## src/rtl/array_divider.sv

```systemverilog
// Fully pipelined restoring divider: 2*WIDTH-bit dividend by WIDTH-bit divisor.
// Accepts one operation per cycle and produces one quotient bit per stage.
module array_divider #(
    parameter int unsigned WIDTH = 8
) (
    input  logic                 clock,
    input  logic                 reset_n,
    input  logic [2*WIDTH-1:0]   N,
    input  logic [WIDTH-1:0]     D,
    input  logic                 start,
    output logic [2*WIDTH-1:0]   Q,
    output logic [WIDTH-1:0]     R,
    output logic                 div_by_zero,
    output logic                 done
);

    localparam int unsigned Stages = 2 * WIDTH;

    // One restoring step. The dividend and quotient share one shift register:
    // the dividend MSB is consumed and the new quotient bit enters at the LSB.
    // The compare is WIDTH+1 bits wide; only the low WIDTH bits of the
    // difference are kept because the remainder is always below the divisor.
    function automatic logic [3*WIDTH-1:0] div_step(
        input logic [WIDTH-1:0]   rem,
        input logic [2*WIDTH-1:0] nq,
        input logic [WIDTH-1:0]   den
    );
        logic [WIDTH:0] trial;
        logic           fit;
        trial = {rem, nq[2*WIDTH-1]};
        fit   = (trial >= {1'b0, den});
        return {(fit ? trial[WIDTH-1:0] - den : trial[WIDTH-1:0]), nq[2*WIDTH-2:0], fit};
    endfunction

    logic [Stages-1:0][WIDTH-1:0]   rem_q;
    logic [Stages-1:0][2*WIDTH-1:0] nq_q;
    logic [Stages-1:0][WIDTH-1:0]   den_q;
    logic [Stages-1:0]              zero_q;
    logic [Stages-1:0]              valid_q;

    logic [WIDTH-1:0]   fin_rem;
    logic [2*WIDTH-1:0] fin_quo;

    // Stage 0 captures the operands; each later stage and the output register
    // apply one step, giving 2*WIDTH steps in total.
    always_ff @(posedge clock) begin
        rem_q[0]  <= '0;
        nq_q[0]   <= N;
        den_q[0]  <= D;
        zero_q[0] <= (D == '0);
        for (int s = 1; s < Stages; s++) begin
            {rem_q[s], nq_q[s]} <= div_step(rem_q[s-1], nq_q[s-1], den_q[s-1]);
            den_q[s]            <= den_q[s-1];
            zero_q[s]           <= zero_q[s-1];
        end
    end

    always_ff @(posedge clock or negedge reset_n) begin
        if (!reset_n) begin
            valid_q <= '0;
        end else begin
            valid_q <= {valid_q[Stages-2:0], start};
        end
    end

    assign {fin_rem, fin_quo} = div_step(rem_q[Stages-1], nq_q[Stages-1], den_q[Stages-1]);

    always_ff @(posedge clock or negedge reset_n) begin
        if (!reset_n) begin
            done        <= 1'b0;
            Q           <= '0;
            R           <= '0;
            div_by_zero <= 1'b0;
        end else begin
            done <= valid_q[Stages-1];
            if (valid_q[Stages-1]) begin
                Q           <= fin_quo;
                R           <= fin_rem;
                div_by_zero <= zero_q[Stages-1];
            end
        end
    end

endmodule

```

## config.mk

```make
export PLATFORM = sky130hd
export DESIGN_NAME = array_divider
export DESIGN_NICKNAME = d
export VERILOG_FILES = /design/src/rtl/array_divider.sv
export SDC_FILE = /design/constraint.sdc
export NUM_CORES = 1
export LEC_CHECK = 0
export BUFFER_PORTS_ARGS = -buffer_cell sky130_fd_sc_hd__buf_4
export CAP_MARGIN = 40
export CELL_PAD_IN_SITES_DETAIL_PLACEMENT = 0
export CELL_PAD_IN_SITES_GLOBAL_PLACEMENT = 1
export CORE_MARGIN = 2
export CORE_UTILIZATION = 31
export DETAILED_ROUTE_END_ITERATION = 12
export PLACE_DENSITY = 0.55
export SETUP_SLACK_MARGIN = 0.2
export SYNTH_ARGS = -nofsm -noshare
export SYNTH_HDL_FRONTEND = slang
export SYNTH_SLANG_ARGS = --single-unit
```

## constraint.sdc

```tcl
create_clock -name clock -period 3.7 [get_ports clock]
set_clock_uncertainty 0.05 [all_clocks]
set_input_delay 0 -clock clock [delete_from_list [all_inputs] [get_ports clock]]
set_output_delay 0 -clock clock [all_outputs]
set_load 0.01 [all_outputs]
```

# Word level (Yosys, flattened, before mapping)
# Cells that the tools add are included.
# word_totals
wordCells	103
regBits	562
output_inout_bits	26
in_bits	27
# op_classes
n_mux	16
n_reduce_logical	1
order_cmp	16
n_addsub	16
# ops
cell	n
greater-or-equal comparator 9 x 8 -> 1 bit	15
two-way mux 8 bit	15
subtractor 8 bit	15
greater-or-equal comparator 1 x 8 -> 1 bit	1
zero test 8 bit	1
subtractor 1 x 8 -> 8 bit	1
two-way mux 1 bit	1

# Longest topological paths before layout
# Gate-level depths: netlist (run 1).
# depth
ltp_word	2
mapped_depth	9
depth_no_buf	8

# Worst setup path after synthesis (run 1)
# No wires, ideal clock.
# synth_timing
path_kind	register to register
from	reg nq_q[255] (netlist bit)
to	reg R[6]
stages_incl_launch_ff	9
t_arrival_ns	2.077
path_slack_ns	1.491
t_required_ns	3.568
path_cell_list	dfxtp_1 -> inv_1 -> ha_1 -> fa_1 -> and2b_1 -> o221ai_1 -> or3b_2 -> a31o_2 -> a31oi_1
# synth_between
elab_chain_len	2
word_cells_on_any_way	3
# synth_lines
item	line_no	source
start: declaration	36	logic [Stages-1:0][2*WIDTH-1:0] nq_q;
start signal: indexed assignment	52	{rem_q[s], nq_q[s]} <= div_step(rem_q[s-1], nq_q[s-1], den_q[s-1]);
subtractor 8 bit or greater-or-equal comparator 9 x 8 -> 1 bit (tied branches)	32, 31	
two-way mux 8 bit *	32	return {(fit ? trial[WIDTH-1:0] - den : trial[WIDTH-1:0]), nq[2*WIDTH-2:0], fit};
end signal: assignment	78	R <= fin_rem;
end: declaration	12	output logic [WIDTH-1:0] R,
# Mark *: on every way between the ends. The rest lies on a longest branch, timed or not.
# A chain may end at the register's enable or synchronous reset.

# Final worst setup path (run 1)
# Ends and elaborated chain as after synthesis.

==> flow_summary.yaml, run 1 <==
cts:
  htree_levels: 3
  cts_buffers: 66
  clk_latency_ns: 0.59
  clk_pin_slew_ns: 0.06
  cts_resized: 0
  cts_tree: "done"
  clock_path_buffers: 3
  root_buffer: "clkbuf_16"
  cts.sinks: 562
  postCtsSetupBuffers: 0
  postCtsHoldBufs: 52
place:
  hpwl_um: 24900
  port_buffers: 52
  dp_cells: 2489
  gp_congestion: 0.772
die:
  boundaryPins: 53
  placementRows: 90
  start_util: 0.314
  core_area_mm2: 0.0606
  die_width_um: 252
  die-area_mm2: 0.0635
  die_y_um: 252
routing:
  post-route-drc-count: 0
  drt-total-wl_um: 35200
  drtPass1Iterations: 5
  ant_nets: 0
  routedWlPerCell_um: 13.2
  vias: 11700
  viasPerCell: 4.41
  initialDrtViolationCount: 557
setup_path:
  cp-endpoint: "R[6]"
  start_kind: "flip-flop"
  worstRegToRegCells: 8
  r2r-start: "nq_q[255]"
  cp_max_fo: 4
  worstPathRequired_ns: 4.15
  r2r_end: "R[6]"
  rrSetupSlack_ns: 1.33
  path_class: "reg -> reg"
  startpoint: "nq_q[255]"
  cp-end-kind: "flip-flop"
  worstPathArrival_ns: 2.82
logic_synthesis:
  yosysTopAreaCellShare: 0.546
  synth.distinct_cells: 53
  synthTopCellsByCount: "dfxtp_1, inv_1, ha_1, nand2_1, o21ai_0"
  yosysTopAreaCell: "dfxtp_1"
  ys.flop_type: "dfxtp_1"
  yosys_warnings: 0
  syn_nets: 1838
  synth_edf_count: 0
  synth_seq_area_share: 0.602
  synth_area_mm2: 0.0191
  synth_async_sr_flop_share: 0.0747
  synth.most_common_cell: "dfxtp_1"
  avgSynthCellArea_um2: 11.4
  ys_ff_latch: 562
  syn_inst: 1674
  synth_area_leaders: "dfxtp_1, ha_1, dfrtp_1, o21a_1, inv_1"
finish:
  finalNetCount: 1991
  utilization: 0.381
  n_fill_cell: 5902
  final_cells: 2655
  drive_gt1_frac: 0.115
  multi_input_area_mm2: 0.00689
  syn_to_final_growth_pct: 21.3
  register_area_mm2: 0.0115
  diodes: 0
timing:
  setup_violations: 0
  post-route-period-util: 0.641
  relSlewSlack: 0.499
  fmax_mhz: 421
  hold_violations: 0
  tightest_slew_ns: 0.748
  setup_tns_ns: 0
  fin_crit_ns: 2.37
  rsz0062_at_grt: "no"
  slew_viol_final: 0
grt:
  grt-busiest-layer: "met2"
  grtUsageMet1: 0.149
  grt_start_max_net_pins: 43
  overflow: 0
  grt_pass1_vias: 11800
  grt_use_met3: 0.0254
  antenna_found_initial: 0
  grtUsageTotal: 0.115
  use_met2: 0.183
  grt_pass1_wl_um: 59300
flow_run:
  cap_violations: 0
power:
  total_power_mw: 19.8
  ir_drop_v: 0.000355
  power.leakage_nw: 10.4
  power_density_mw_per_mm2: 855
worst_hold_path:
  hp-class: "in -> reg"
  holdPathStages: 2
status:
  status: "finished clean"
==> flip-flops by register name, indices dropped and copies added (netlist names) <==
name,cells
Q,16
R,8
den_q,128
div_by_zero,1
done,1
fin_quo,15
nq_q,241
rem_q,120
valid_q,16
zero_q,16
==> worst min-delay path by stage <==
stage | from | end | slack (ns)
global route | start | valid_q[0] | 0.05
floorplan | reset_n | Q[0] | -0.35
finish | start | valid_q[0] | 0.07
detailed placement | reset_n | Q[8] | -0.02
CTS | start | valid_q[0] | 0.04
global placement | reset_n | Q[8] | -0.03
==> placed cells by master, fill, tap and decap left out, drive strengths merged, types with 23 or more instances in the layout <==
master	instances
mux2	23
dfxtp	520
a21oi	36
nor2b	45
nor3	55
o21a	93
o21ai	96
xor2	27
a21o	39
o31a	27
and3	27
dlygate4sd3	51
dfrtp	42
clkbuf	92
buf	56
o31ai	40
nand2	109
inv	159
ha	122
nor2	49
==> cell families (layout without fill, tap and decap cells) <==
group	count (synthesis)	in the layout	share of synthesized area
compound gates	403	403	0.147
xor+xnor	31	31	0.0143
fa+ha+maj	137	137	0.0959
buf+inv	179	378	0.0366
flops	562	562	0.602
mux	32	32	0.0183
simple gates	330	330	0.0866
==> worst max-delay path, stage by stage (launching register included) <==
cell      delay, ns
dfxtp_1        0.30
inv_1          0.04
ha_1           0.24
fa_1           0.41
and2b_1        0.24
o221ai_1       0.15
or3b_2         0.47
a31o_2         0.24
a31oi_1        0.14
==> per-stage QoR <==
step | worst slack (ns) | hold WS (ns) | cell area (um^2)
final | 1.33 | 0.0698 | 23100
after global placement | 1.30 | -0.0329 | 20300
after global routing | 1.12 | 0.0489 | 23100
after floorplan | 1.49 | -0.346 | 19100
after detailed placement | 1.34 | -0.0217 | 20300
after CTS | 1.32 | 0.0447 | 23100
==> layer usage <==
metal / up-vias / wire, um
met3: 68 / 1470
li1: 6095 / -
met5: - / 0
met1: 5358 / 17000
met4: 0 / 940
met2: 181 / 15800
==> power breakdown <==
group          total, mW  switching (mW)  internal [mW]
Clock               6.55            2.42           4.13
Sequential          7.85           0.564           7.28
Combinational       5.35            2.87           2.48
==> layout make-up <==
cell class,instances,area share
inverter,157,0.0256
multi-input combinational,933,0.298
timing repair buffer,107,0.0411
tap,782,0.0423
sequential,562,0.496
clock buffer,92,0.0837
clock inverter,22,0.0131
Power figures use the tool's default switching activity.
==> run 2, diff against run 1 <==
Settings changed: PLACE_DENSITY 0.55 to 0.57.
Clock period 3.7 ns to 2.1 ns, I/O delays scaled along.
==> run 2 against run 1 <==
Routed wire length rose by 3.3%. Fmax rose by 17%. Worst hold slack improved by 0.057 ns. Critical endpoint unchanged. Highest routed layer unchanged.
==> flow_summary.yaml, run 2 (same netlist as run 1, synthesis figures left out) <==
power:
  power_density_mw_per_mm2: 1480
  power.leakage_nw: 11.0
  total_power_mw: 38.1
  ir_drop_v: 0.000738
finish:
  final_cells: 2761
  diodes: 0
  largest_reg_flops: 241
  drive_gt1_frac: 0.311
  layout_commonest_cell: "dfxtp_1"
  final_area_mm2: 0.0257
  syn_to_final_growth_pct: 34.9
  reg.largest.list: "nq_q: 241 flops, den_q: 128 flops, rem_q: 120 flops"
  finalNetCount: 2091
  final_cell_mix: "dfxtp_1, inv_1, buf_4"
  max_flop_register: "nq_q"
die:
  core_area_mm2: 0.0606
  boundaryPins: 53
  placementRows: 90
  die_width_um: 252
  start_util: 0.314
  die-area_mm2: 0.0635
  die_y_um: 252
setup_path:
  crit_buf_inv: 1
  r2r_end: "R[6]"
  cp_max_fo: 2
  worstPathRequired_ns: 2.61
  rrSetupSlack_ns: 0.08
  worstRegToRegCells: 8
  r2r-start: "nq_q[255]"
  cp-endpoint: "R[6]"
  slowest_delay_ns: 0.37
  cp_slowest_cell: "or3b_4"
  cp-end-kind: "flip-flop"
  path_delay_family: "simple AND/OR/NAND/NOR gates"
  cp.depth: 8
  path_class: "reg -> reg"
  start_kind: "flip-flop"
  startpoint: "nq_q[255]"
  worstPathArrival_ns: 2.53
  critical_path.cell_chain: "inv_2 > ha_4 > fa_2 > and2b_1 > o221ai_2 > or3b_4 > a31o_2 > a31oi_1"
status:
  status: "finished clean"
flow_run:
  cap_violations: 0
timing:
  post-route-period-util: 0.964
  slew_viol_final: 0
  fmax_mhz: 494
  hold_violations: 0
  relSlewSlack: 0.617
  fin_crit_ns: 2.02
  tightest_slew_ns: 0.569
  rsz0062_at_grt: "yes"
  setup_violations: 0
routing:
  vias: 12300
  initialDrtViolationCount: 492
  ant_nets: 0
  viasPerCell: 4.46
  drt-total-wl_um: 36300
  routedWlPerCell_um: 13.2
  met1_length_um: 17300
  wl_met2_um: 16800
  highest_layer: "met4"
  routed-wl-met3_um: 1210
  post-route-drc-count: 0
  drtPass1Iterations: 5
cts:
  cts_buffers: 61
  root_buffer: "clkbuf_16"
  clk_latency_ns: 0.63
  clock_path_buffers: 3
  htree_levels: 2
  clk_pin_slew_ns: 0.06
  cts_tree: "done"
  cts.sinks: 562
grt:
  overflow: 0
  grt_pass1_wl_um: 58700
  antenna_found_initial: 0
  grt_pass1_vias: 12100
  grt_start_max_net_pins: 43
  grtUsageTotal: 0.111
place:
  gp_congestion: 0.770
  placed_area_mm2: 0.0208
  hpwl_um: 24300
  port_buffers: 52
  dp_cells: 2535
worst_hold_path:
  hp-class: "in -> reg"
-- run 2: cell count changes in the layout (fill, tap and decap cells not counted), moves of 16 or more --
cell / previous run / this run
inv_2: 0 / 24
dfxtp_1: 520 / 445
nor2b_1: 45 / 29
buf_4: 55 / 130
dfxtp_2: 0 / 72
o21ai_0: 94 / 77
inv_1: 156 / 132
o31ai_2: 0 / 16
ha_1: 122 / 25
o31ai_1: 40 / 24
ha_4: 0 / 84
buf_6: 0 / 26
-- run 2: metrics by stage --
step	worst slack (ns)	setup TNS [ns]	util	hold slack, ns
floorplan	0.104	0	-	-0.346
global placement	0.00732	0	0.343	-0.0324
detailed placement	0.0153	0	0.343	-0.0252
CTS	0.0504	0	0.400	0.0684
global route	-0.00693	-0.00693	0.424	0.116
finish	0.0752	0	0.424	0.127
-- run 2: cell type report --
type	count	area [um^2]
Fill cell	5740	34900
Timing Repair Buffer	212	1850
Tap cell	782	978
Multi-Input combinational cell	933	8570
Clock buffer	84	1780
Inverter	157	591
Clock inverter	31	370
Sequential cell	562	11600
-- run 2: timing repair --
item | in CTS | in global routing
hold buffers | 53 | 0
endpoints found under the hold margin | 68 | 0
setup buffers | 12 | 43
cloned | 1 | 2
pin swaps | 16 | 71
resized for setup | 125 | 249
setup endpoints to repair | 98 | 125
-- run 2: layer usage --
metal,global-route usage,vias up
met5,0,-
met4,0.0468,0
met3,0.0222,71
met2,0.182,137
met1,0.141,5791
li1,-,6315
-- run 2: worst min path at each step --
stage | from | end | slack (ns) | cells after the start
2_1_floorplan | reset_n | Q[0] | -0.35 | 0
3_3_place_gp | reset_n | R[2] | -0.03 | 1
3_5_place_dp | reset_n | R[2] | -0.03 | 1
4_1_cts | D[5] | zero_q[0] | 0.07 | 4
5_1_grt | D[5] | zero_q[0] | 0.12 | 4
6_report | D[5] | zero_q[0] | 0.13 | 4
-- run 2: where the power goes --
part | switching [mW] | leakage, nW | internal, mW | total, mW
logic | 5.92 | 5.14 | 6.99 | 12.9
registers | 1.26 | 4.85 | 12.9 | 14.1
clock network | 4.38 | 1.06 | 6.71 | 11.1
total | 11.6 | 11.0 | 26.6 | 38.1
-- run 2: worst reg2reg max path: stages, from the launching register on --
cell	delay, ns
dfxtp_2	0.32
inv_2	0.05
ha_4	0.16
fa_2	0.33
and2b_1	0.23
o221ai_2	0.10
or3b_4	0.37
a31o_2	0.20
a31oi_1	0.14
